### config.mk
export PLATFORM = sky130hd
export DESIGN_NAME = irq_sequencer_flat
export DESIGN_NICKNAME = d
export VERILOG_FILES = /design/src/rtl/irq_sequencer_pkg.sv /design/src/rtl/irq_sequencer_if.sv /design/src/rtl/irq_sequencer_sat_counter.sv /design/src/rtl/irq_sequencer.sv /design/src/flat_wrapper.sv
export SDC_FILE = /design/constraint.sdc
export NUM_CORES = 1
export LEC_CHECK = 0
export ABC_AREA = 1
export BUFFER_PORTS_ARGS = -buffer_cell sky130_fd_sc_hd__buf_2
export CAP_MARGIN = 10
export CORE_ASPECT_RATIO = 1.1
export CORE_MARGIN = 10
export CORE_UTILIZATION = 45
export CTS_CLUSTER_SIZE = 28
export DETAILED_ROUTE_END_ITERATION = 6
export PLACE_DENSITY = 0.75
export SYNTH_ARGS = -nofsm -noshare
export SYNTH_HDL_FRONTEND = slang
export SYNTH_SLANG_ARGS = --single-unit
### constraint.sdc
create_clock -name clk -period 1.6 [get_ports clk]
set_clock_uncertainty 0.1 [all_clocks]
set_input_delay 0.24 -clock clk [delete_from_list [all_inputs] [get_ports clk]]
set_output_delay 0.24 -clock clk [all_outputs]
set_load 0.005 [all_outputs]
### src/rtl/irq_sequencer_pkg.sv
// Shared types and constants for the interrupt sequencer slice.
package irq_pkg;

  localparam int ADDR_W_DEF = 32;
  localparam int N_LINES    = 4;
  localparam int LINE_W     = $clog2(N_LINES);

  typedef enum logic [1:0] {
    S_IDLE  = 2'd0,
    S_ENTER = 2'd1,
    S_ISR   = 2'd2,
    S_EXIT  = 2'd3
  } state_e;

endpackage

### src/rtl/irq_sequencer_if.sv
// Bundle of interrupt-controller and core-side signals seen by the sequencer.
interface irq_sequencer_if #(
  parameter int ADDR_W = 32,
  parameter int CNT_W  = 16
);
  import irq_pkg::*;

  logic              irq;
  logic [ADDR_W-1:0] isr_addr;
  logic [LINE_W-1:0] priority_select;
  logic [ADDR_W-1:0] pc_next;
  logic              stall;
  logic              mret;
  logic              ie_wr;
  logic              ie_wdata;
  logic              iack;
  logic              redirect;
  logic [ADDR_W-1:0] redirect_pc;
  logic [ADDR_W-1:0] epc;
  logic              in_isr;
  logic              mie;
  logic [LINE_W-1:0] active_line;
  logic [CNT_W-1:0]  irq_count;
  logic              spurious_mret;

  modport master (
    output irq, isr_addr, priority_select, pc_next, stall, mret, ie_wr, ie_wdata,
    input  iack, redirect, redirect_pc, epc, in_isr, mie, active_line, irq_count,
           spurious_mret
  );

  modport slave (
    input  irq, isr_addr, priority_select, pc_next, stall, mret, ie_wr, ie_wdata,
    output iack, redirect, redirect_pc, epc, in_isr, mie, active_line, irq_count,
           spurious_mret
  );
endinterface

### src/rtl/irq_sequencer_sat_counter.sv
// Saturating up-counter with synchronous clear; holds at all-ones.
module sat_counter #(
  parameter int CNT_W = 16
) (
  input  logic             clk,
  input  logic             clear_i,
  input  logic             inc_i,
  output logic [CNT_W-1:0] count_o
);

  logic [CNT_W-1:0] count_q;
  logic [CNT_W-1:0] count_d;

  // next count: clear dominates, increment stops at all-ones
  always_comb begin
    count_d = count_q;
    if (clear_i) begin
      count_d = {CNT_W{1'b0}};
    end else if (inc_i && (count_q != {CNT_W{1'b1}})) begin
      count_d = count_q + {{(CNT_W-1){1'b0}}, 1'b1};
    end else begin
      count_d = count_q;
    end
  end

  // count register
  always_ff @(posedge clk) begin
    count_q <= count_d;
  end

  assign count_o = count_q;

endmodule

### src/rtl/irq_sequencer.sv
// Takes interrupts from the interrupt controller, redirects fetch to the ISR
// and back to the saved PC on mret. Single level, no nesting.
module irq_sequencer
  import irq_pkg::*;
#(
  parameter int ADDR_W = ADDR_W_DEF,
  parameter int CNT_W  = 16
) (
  input  logic           clk,
  input  logic           rst,
  irq_sequencer_if.slave bus
);

  state_e            state_q, state_d;
  logic              accept_s;
  logic              exit_done_s;
  logic [ADDR_W-1:0] epc_q, epc_d;
  logic [ADDR_W-1:0] isr_target_q, isr_target_d;
  logic [ADDR_W-1:0] redirect_pc_q, redirect_pc_d;
  logic [LINE_W-1:0] active_line_q, active_line_d;
  logic              mie_q, mie_d;
  logic              saved_mie_q, saved_mie_d;
  logic              redirect_q, redirect_d;
  logic              in_isr_q, in_isr_d;
  logic              spur_q, spur_d;
  logic              iack_s;

  // state register
  always_ff @(posedge clk) begin
    if (rst) begin
      state_q <= S_IDLE;
    end else begin
      state_q <= state_d;
    end
  end

  // next-state logic; accept is gated by rst so no iack escapes during reset
  always_comb begin
    state_d     = state_q;
    accept_s    = 1'b0;
    exit_done_s = 1'b0;
    case (state_q)
      S_IDLE: begin
        accept_s = bus.irq & mie_q & ~bus.stall & ~rst;
        state_d  = accept_s ? S_ENTER : S_IDLE;
      end
      S_ENTER: state_d = bus.stall ? S_ENTER : S_ISR;
      S_ISR:   state_d = bus.mret ? S_EXIT : S_ISR;
      S_EXIT: begin
        exit_done_s = ~bus.stall;
        state_d     = bus.stall ? S_EXIT : S_IDLE;
      end
      default: state_d = S_IDLE;
    endcase
  end

  // outputs: Mealy iack, state-decoded flags for the registered outputs
  always_comb begin
    iack_s     = accept_s;
    redirect_d = (state_d == S_ENTER) || (state_d == S_EXIT);
    in_isr_d   = (state_d == S_ISR) || (state_d == S_EXIT);
    spur_d     = bus.mret && ((state_q == S_IDLE) || (state_q == S_ENTER));
  end

  // datapath next values; during entry/ISR ie_wr targets the saved copy
  always_comb begin
    epc_d         = epc_q;
    isr_target_d  = isr_target_q;
    active_line_d = active_line_q;
    mie_d         = mie_q;
    saved_mie_d   = saved_mie_q;
    if (state_q == S_IDLE) begin
      if (accept_s) begin
        epc_d         = bus.pc_next;
        isr_target_d  = bus.isr_addr;
        active_line_d = bus.priority_select;
        saved_mie_d   = bus.ie_wr ? bus.ie_wdata : mie_q;
        mie_d         = 1'b0;
      end else if (bus.ie_wr) begin
        mie_d = bus.ie_wdata;
      end else begin
        mie_d = mie_q;
      end
    end else begin
      if (bus.ie_wr) begin
        saved_mie_d = bus.ie_wdata;
      end else begin
        saved_mie_d = saved_mie_q;
      end
      if (exit_done_s) begin
        mie_d = saved_mie_d;
      end else begin
        mie_d = mie_q;
      end
    end
    redirect_pc_d = (state_d == S_EXIT) ? epc_d : isr_target_d;
  end

  // datapath and output registers
  always_ff @(posedge clk) begin
    if (rst) begin
      epc_q         <= {ADDR_W{1'b0}};
      isr_target_q  <= {ADDR_W{1'b0}};
      redirect_pc_q <= {ADDR_W{1'b0}};
      active_line_q <= {LINE_W{1'b0}};
      mie_q         <= 1'b0;
      saved_mie_q   <= 1'b0;
      redirect_q    <= 1'b0;
      in_isr_q      <= 1'b0;
      spur_q        <= 1'b0;
    end else begin
      epc_q         <= epc_d;
      isr_target_q  <= isr_target_d;
      redirect_pc_q <= redirect_pc_d;
      active_line_q <= active_line_d;
      mie_q         <= mie_d;
      saved_mie_q   <= saved_mie_d;
      redirect_q    <= redirect_d;
      in_isr_q      <= in_isr_d;
      spur_q        <= spur_d;
    end
  end

  sat_counter #(
    .CNT_W (CNT_W)
  ) u_cnt (
    .clk     (clk),
    .clear_i (rst),
    .inc_i   (accept_s),
    .count_o (bus.irq_count)
  );

  assign bus.iack          = iack_s;
  assign bus.redirect      = redirect_q;
  assign bus.redirect_pc   = redirect_pc_q;
  assign bus.epc           = epc_q;
  assign bus.in_isr        = in_isr_q;
  assign bus.mie           = mie_q;
  assign bus.active_line   = active_line_q;
  assign bus.spurious_mret = spur_q;

endmodule
### src/flat_wrapper.sv
// flat-port wrapper written by rule: the top's interface ports become plain ports
module irq_sequencer_flat import irq_pkg::*;
#(
  parameter int ADDR_W = ADDR_W_DEF,
  parameter int CNT_W  = 16
)
  (clk, rst, bus_irq, bus_isr_addr, bus_priority_select, bus_pc_next, bus_stall, bus_mret, bus_ie_wr, bus_ie_wdata, bus_iack, bus_redirect, bus_redirect_pc, bus_epc, bus_in_isr, bus_mie, bus_active_line, bus_irq_count, bus_spurious_mret);
  irq_sequencer_if #(.ADDR_W(ADDR_W), .CNT_W(CNT_W)) bus_i ();
  input  logic clk;
  input  logic rst;
  input wire logic [$bits(bus_i.irq)-1:0] bus_irq;
  input wire logic [$bits(bus_i.isr_addr)-1:0] bus_isr_addr;
  input wire logic [$bits(bus_i.priority_select)-1:0] bus_priority_select;
  input wire logic [$bits(bus_i.pc_next)-1:0] bus_pc_next;
  input wire logic [$bits(bus_i.stall)-1:0] bus_stall;
  input wire logic [$bits(bus_i.mret)-1:0] bus_mret;
  input wire logic [$bits(bus_i.ie_wr)-1:0] bus_ie_wr;
  input wire logic [$bits(bus_i.ie_wdata)-1:0] bus_ie_wdata;
  output wire logic [$bits(bus_i.iack)-1:0] bus_iack;
  output wire logic [$bits(bus_i.redirect)-1:0] bus_redirect;
  output wire logic [$bits(bus_i.redirect_pc)-1:0] bus_redirect_pc;
  output wire logic [$bits(bus_i.epc)-1:0] bus_epc;
  output wire logic [$bits(bus_i.in_isr)-1:0] bus_in_isr;
  output wire logic [$bits(bus_i.mie)-1:0] bus_mie;
  output wire logic [$bits(bus_i.active_line)-1:0] bus_active_line;
  output wire logic [$bits(bus_i.irq_count)-1:0] bus_irq_count;
  output wire logic [$bits(bus_i.spurious_mret)-1:0] bus_spurious_mret;
  assign bus_i.irq = bus_irq;
  assign bus_i.isr_addr = bus_isr_addr;
  assign bus_i.priority_select = bus_priority_select;
  assign bus_i.pc_next = bus_pc_next;
  assign bus_i.stall = bus_stall;
  assign bus_i.mret = bus_mret;
  assign bus_i.ie_wr = bus_ie_wr;
  assign bus_i.ie_wdata = bus_ie_wdata;
  assign bus_iack = bus_i.iack;
  assign bus_redirect = bus_i.redirect;
  assign bus_redirect_pc = bus_i.redirect_pc;
  assign bus_epc = bus_i.epc;
  assign bus_in_isr = bus_i.in_isr;
  assign bus_mie = bus_i.mie;
  assign bus_active_line = bus_i.active_line;
  assign bus_irq_count = bus_i.irq_count;
  assign bus_spurious_mret = bus_i.spurious_mret;
  irq_sequencer #(.ADDR_W(ADDR_W), .CNT_W(CNT_W)) u_core (.clk(clk), .rst(rst), .bus(bus_i));
endmodule
==> results.md <==
* Worst Hold Class: in -> reg
* Largest net degree at the start of global routing at 83
* Final Hold Fails at 0
* Comb pwr share at 0.057
* Height of the die at 128 microns
* Hold Crit Endpoint: u_core.isr_target_q[3]
* GRT overflow at 0
* Die ar. at 0.0152 sq mm
* Area Overhead vs Synth at 43.8%
* Io pins at 160
* Critical Path Start Type: flip-flop
* Slew Limit Fails at 0
* Clock sink count at 120
* Max FO, Critical Path at 3
* Ys async rst share at 0
* Clk slew on worst S/H paths at approximately 0.05 ns
* Dpl hpwl at 10200 microns
* Drt pass-1 iters at 5
* # H-tree levels at 4
* Total track usage at 0.186
* Yosys top cell by area: dfxtp_1
* Post-Syn Nets at 701
* Area contributors post-synth: dfxtp_1, nand2_1, a21oi_1
* Cell Rows at 39
* Worst-Margin Slew at 0.454 ns
* Critical Path Sink Type: output pin
* Sequential Power Share at 0.416
* Share of cells above drive strength 1 at 0.314
* Pint at 5710 uW
* WP data arrival at around 1.2 ns
* Routed vias at 5084
* Unique masters post-synth at 31
* Total Wirelength at 15800 microns
* Reg2reg path depth at 7
* Post-route DRC at 0
* Worst-Skew Late Latency at 0.41 ns
* Mapped Cells at 627
* FF+latch count, synth at 120
* Synth top area share at 0.501
* Worst r2r src: u_core.bus.in_isr
* Initial DRC count at 436
* PnR Total Power at 7330 uW
* Gp weighted congestion at 0.857
* Most common cell in the netlist: nand2_1
* Fill cells at 853
* Clock Tree Buf Depth at 2
* Mean Syn Cell Area at ~7.6 sq um
* CTS tree: done
* Overall die width at 118 microns
* Area of placed instances at 0.00587 sq mm
* Setup violations, final at 0
* First-pass GRT wire length at between 20000 and 25000 microns
* Crit share post-route at 0.989
* Hold-critical path depth at 3
* Clock network power share at 0.526
* Final worst path period need at between 1.5 and 2 ns
* Seq/Total Area, Yosys at 0.501
* IO buf count at 159
* Status: complete, no violations
* Core ar. at 0.0104 sq mm
* Nets at 904
* Switching part of the total at 0.221
* Initial antenna violation count at 2
* Root Driver: clkbuf_16
* Critical path class: reg -> out
* Yosys warning total at 0
* Initial core utilization at 0.461
* FMAX at approximately 0.63 GHz
* WL/cell at 16.0 microns
* RSZ-0062 raised after global routing: true
* ANT nets after route at 0
* Diode count at 0
* Ys flop type: dfxtp_1
* Max-slew headroom at the worst pin at 0.697
* Num CTS Buffers at 17
* FF-to-FF End: u_core.bus.redirect_pc[12]
* Total of max-cap violations at 0
* Leakage power at ~0.0033 uW
* Most common library cells after synthesis: nand2_1, dfxtp_1, a21oi_1
* Hold path startpoint: bus_isr_addr[3]
* Final Cell Area at ~0.007 sq mm
* Cell area power density at between 1000 and 1500 mW/mm^2
* Sw power at 1620 uW
* R2R setup slack at 0.02 ns
* Routed vias/inst at about 5.2
* Vias in the first global route at roughly 5000
* Worst VDD drop at 0.000630 V
* WP data required at around 1.3 ns
* Post-synth EDFFs at 0
* Post-Syn Area at 0.00479 sq mm
-- layout by cell type, fill, tap and decap left out, types with 3 or more instances in the layout --
master / instances
nand2_1: 202
buf_2: 158
dfxtp_1: 110
a21oi_1: 78
nand3_1: 61
nor2_1: 38
and3_1: 25
buf_4: 24
clkbuf_16: 20
inv_1: 19
dlygate4sd3_1: 16
dfxtp_2: 10
o21ai_1: 9
buf_12: 8
buf_6: 6
nand4_1: 5
clkinv_2: 5
nor2_4: 4
o21ai_0: 4
xor2_1: 4
clkinvlp_4: 4
nand2_2: 3
nor2_2: 3
bufinv_16: 3
-- timing repair --
item	CTS	global route
cloned	0	8
endpoints found under the hold margin	16	0
hold buffers	16	0
buffers inserted	3	4
endpoints found under the setup margin	2	44
resized for setup	9	19
pin swaps	2	6
-- logic make-up after synthesis --
group,after synthesis,share of synthesized area
AO/OA/AOI/OAI,96,0.105
XOR/XNOR,6,0.0110
adder cells (fa/ha/maj),1,0.00261
buffers and inverters,56,0.0616
flip-flops,120,0.501
AND/OR/NAND/NOR,348,0.318
-- worst max-delay path by stage --
stage                       startpoint                    endpoint  slack [ns]  cells after the start
2_1_floorplan  u_core.u_cnt.count_o[1]     u_core.u_cnt.count_o[7]        0.03                      9
3_3_place_gp                 bus_stall  u_core.bus.redirect_pc[24]        0.05                      7
3_5_place_dp         u_core.bus.in_isr  u_core.bus.redirect_pc[24]       0.008                      5
4_1_cts                 u_core.bus.mie                    bus_iack       0.004                      6
5_1_grt        u_core.u_cnt.count_o[1]    u_core.u_cnt.count_o[13]       -0.05                      9
6_report                u_core.bus.mie                    bus_iack        0.02                      6
-- metrics by stage --
stage                     setup WS, ns  setup TNS, ns  std cells  utilization  hold WS, ns
after floorplan                 0.0272              0        627            -        0.239
after global placement          0.0524              0        923        0.564        0.350
after detailed placement       0.00825              0        923        0.564        0.356
after CTS                      0.00379              0        974        0.642     0.000133
after global routing           -0.0485         -0.725        986        0.663      0.00702
final                           0.0177              0        986        0.663       0.0103
-- worst max-delay path, stage by stage (launching register included) --
cell and delay [ns]:
dfxtp_2 0.33, nand2_2 0.06, inv_4 0.07, nand2_4 0.07, nor2_8 0.13, buf_6 0.11
buf_6 0.08
-- sequential cells by signal, indices dropped and copies added, names as in the netlist --
name,count
u_core.bus.redirect,1
u_core.u_cnt.count_o,16
u_core.isr_target_q,32
u_core.bus.redirect_pc,32
u_core.bus.mie,1
u_core.state_q,1
u_core.bus.spurious_mret,1
u_core.bus.active_line,2
u_core.saved_mie_q,1
u_core.bus.epc,32
u_core.bus.in_isr,1
-- metal layers --
metal,up-vias,part of all wire,global-route usage
li1,2486,-,-
met1,2352,0.39,0.195
met2,215,0.50,0.321
met3,29,0.092,0.0859
met4,2,0.020,0.0740
met5,-,0.00057,0
-- area by class of cell --
type                            instances  area, sq um  area share
Clock buffer                           19          443      0.0643
Clock inverter                         13          154      0.0223
Inverter                               22         85.1      0.0123
Multi-Input combinational cell        454         2180       0.317
Sequential cell                       120         2410       0.350
Tap cell                              143          179      0.0260
Timing Repair Buffer                  215         1430       0.208
-- power groups by stage --
stage	sequential, uW	clock [uW]	combinational (uW)
floorplan	3120	0	159
global placement	3110	0	342
detailed placement	3110	0	350
CTS	3050	3890	390
global route	3060	4010	458
finish	3050	3860	419
Note: power is estimated with default switching activity, not from simulation.
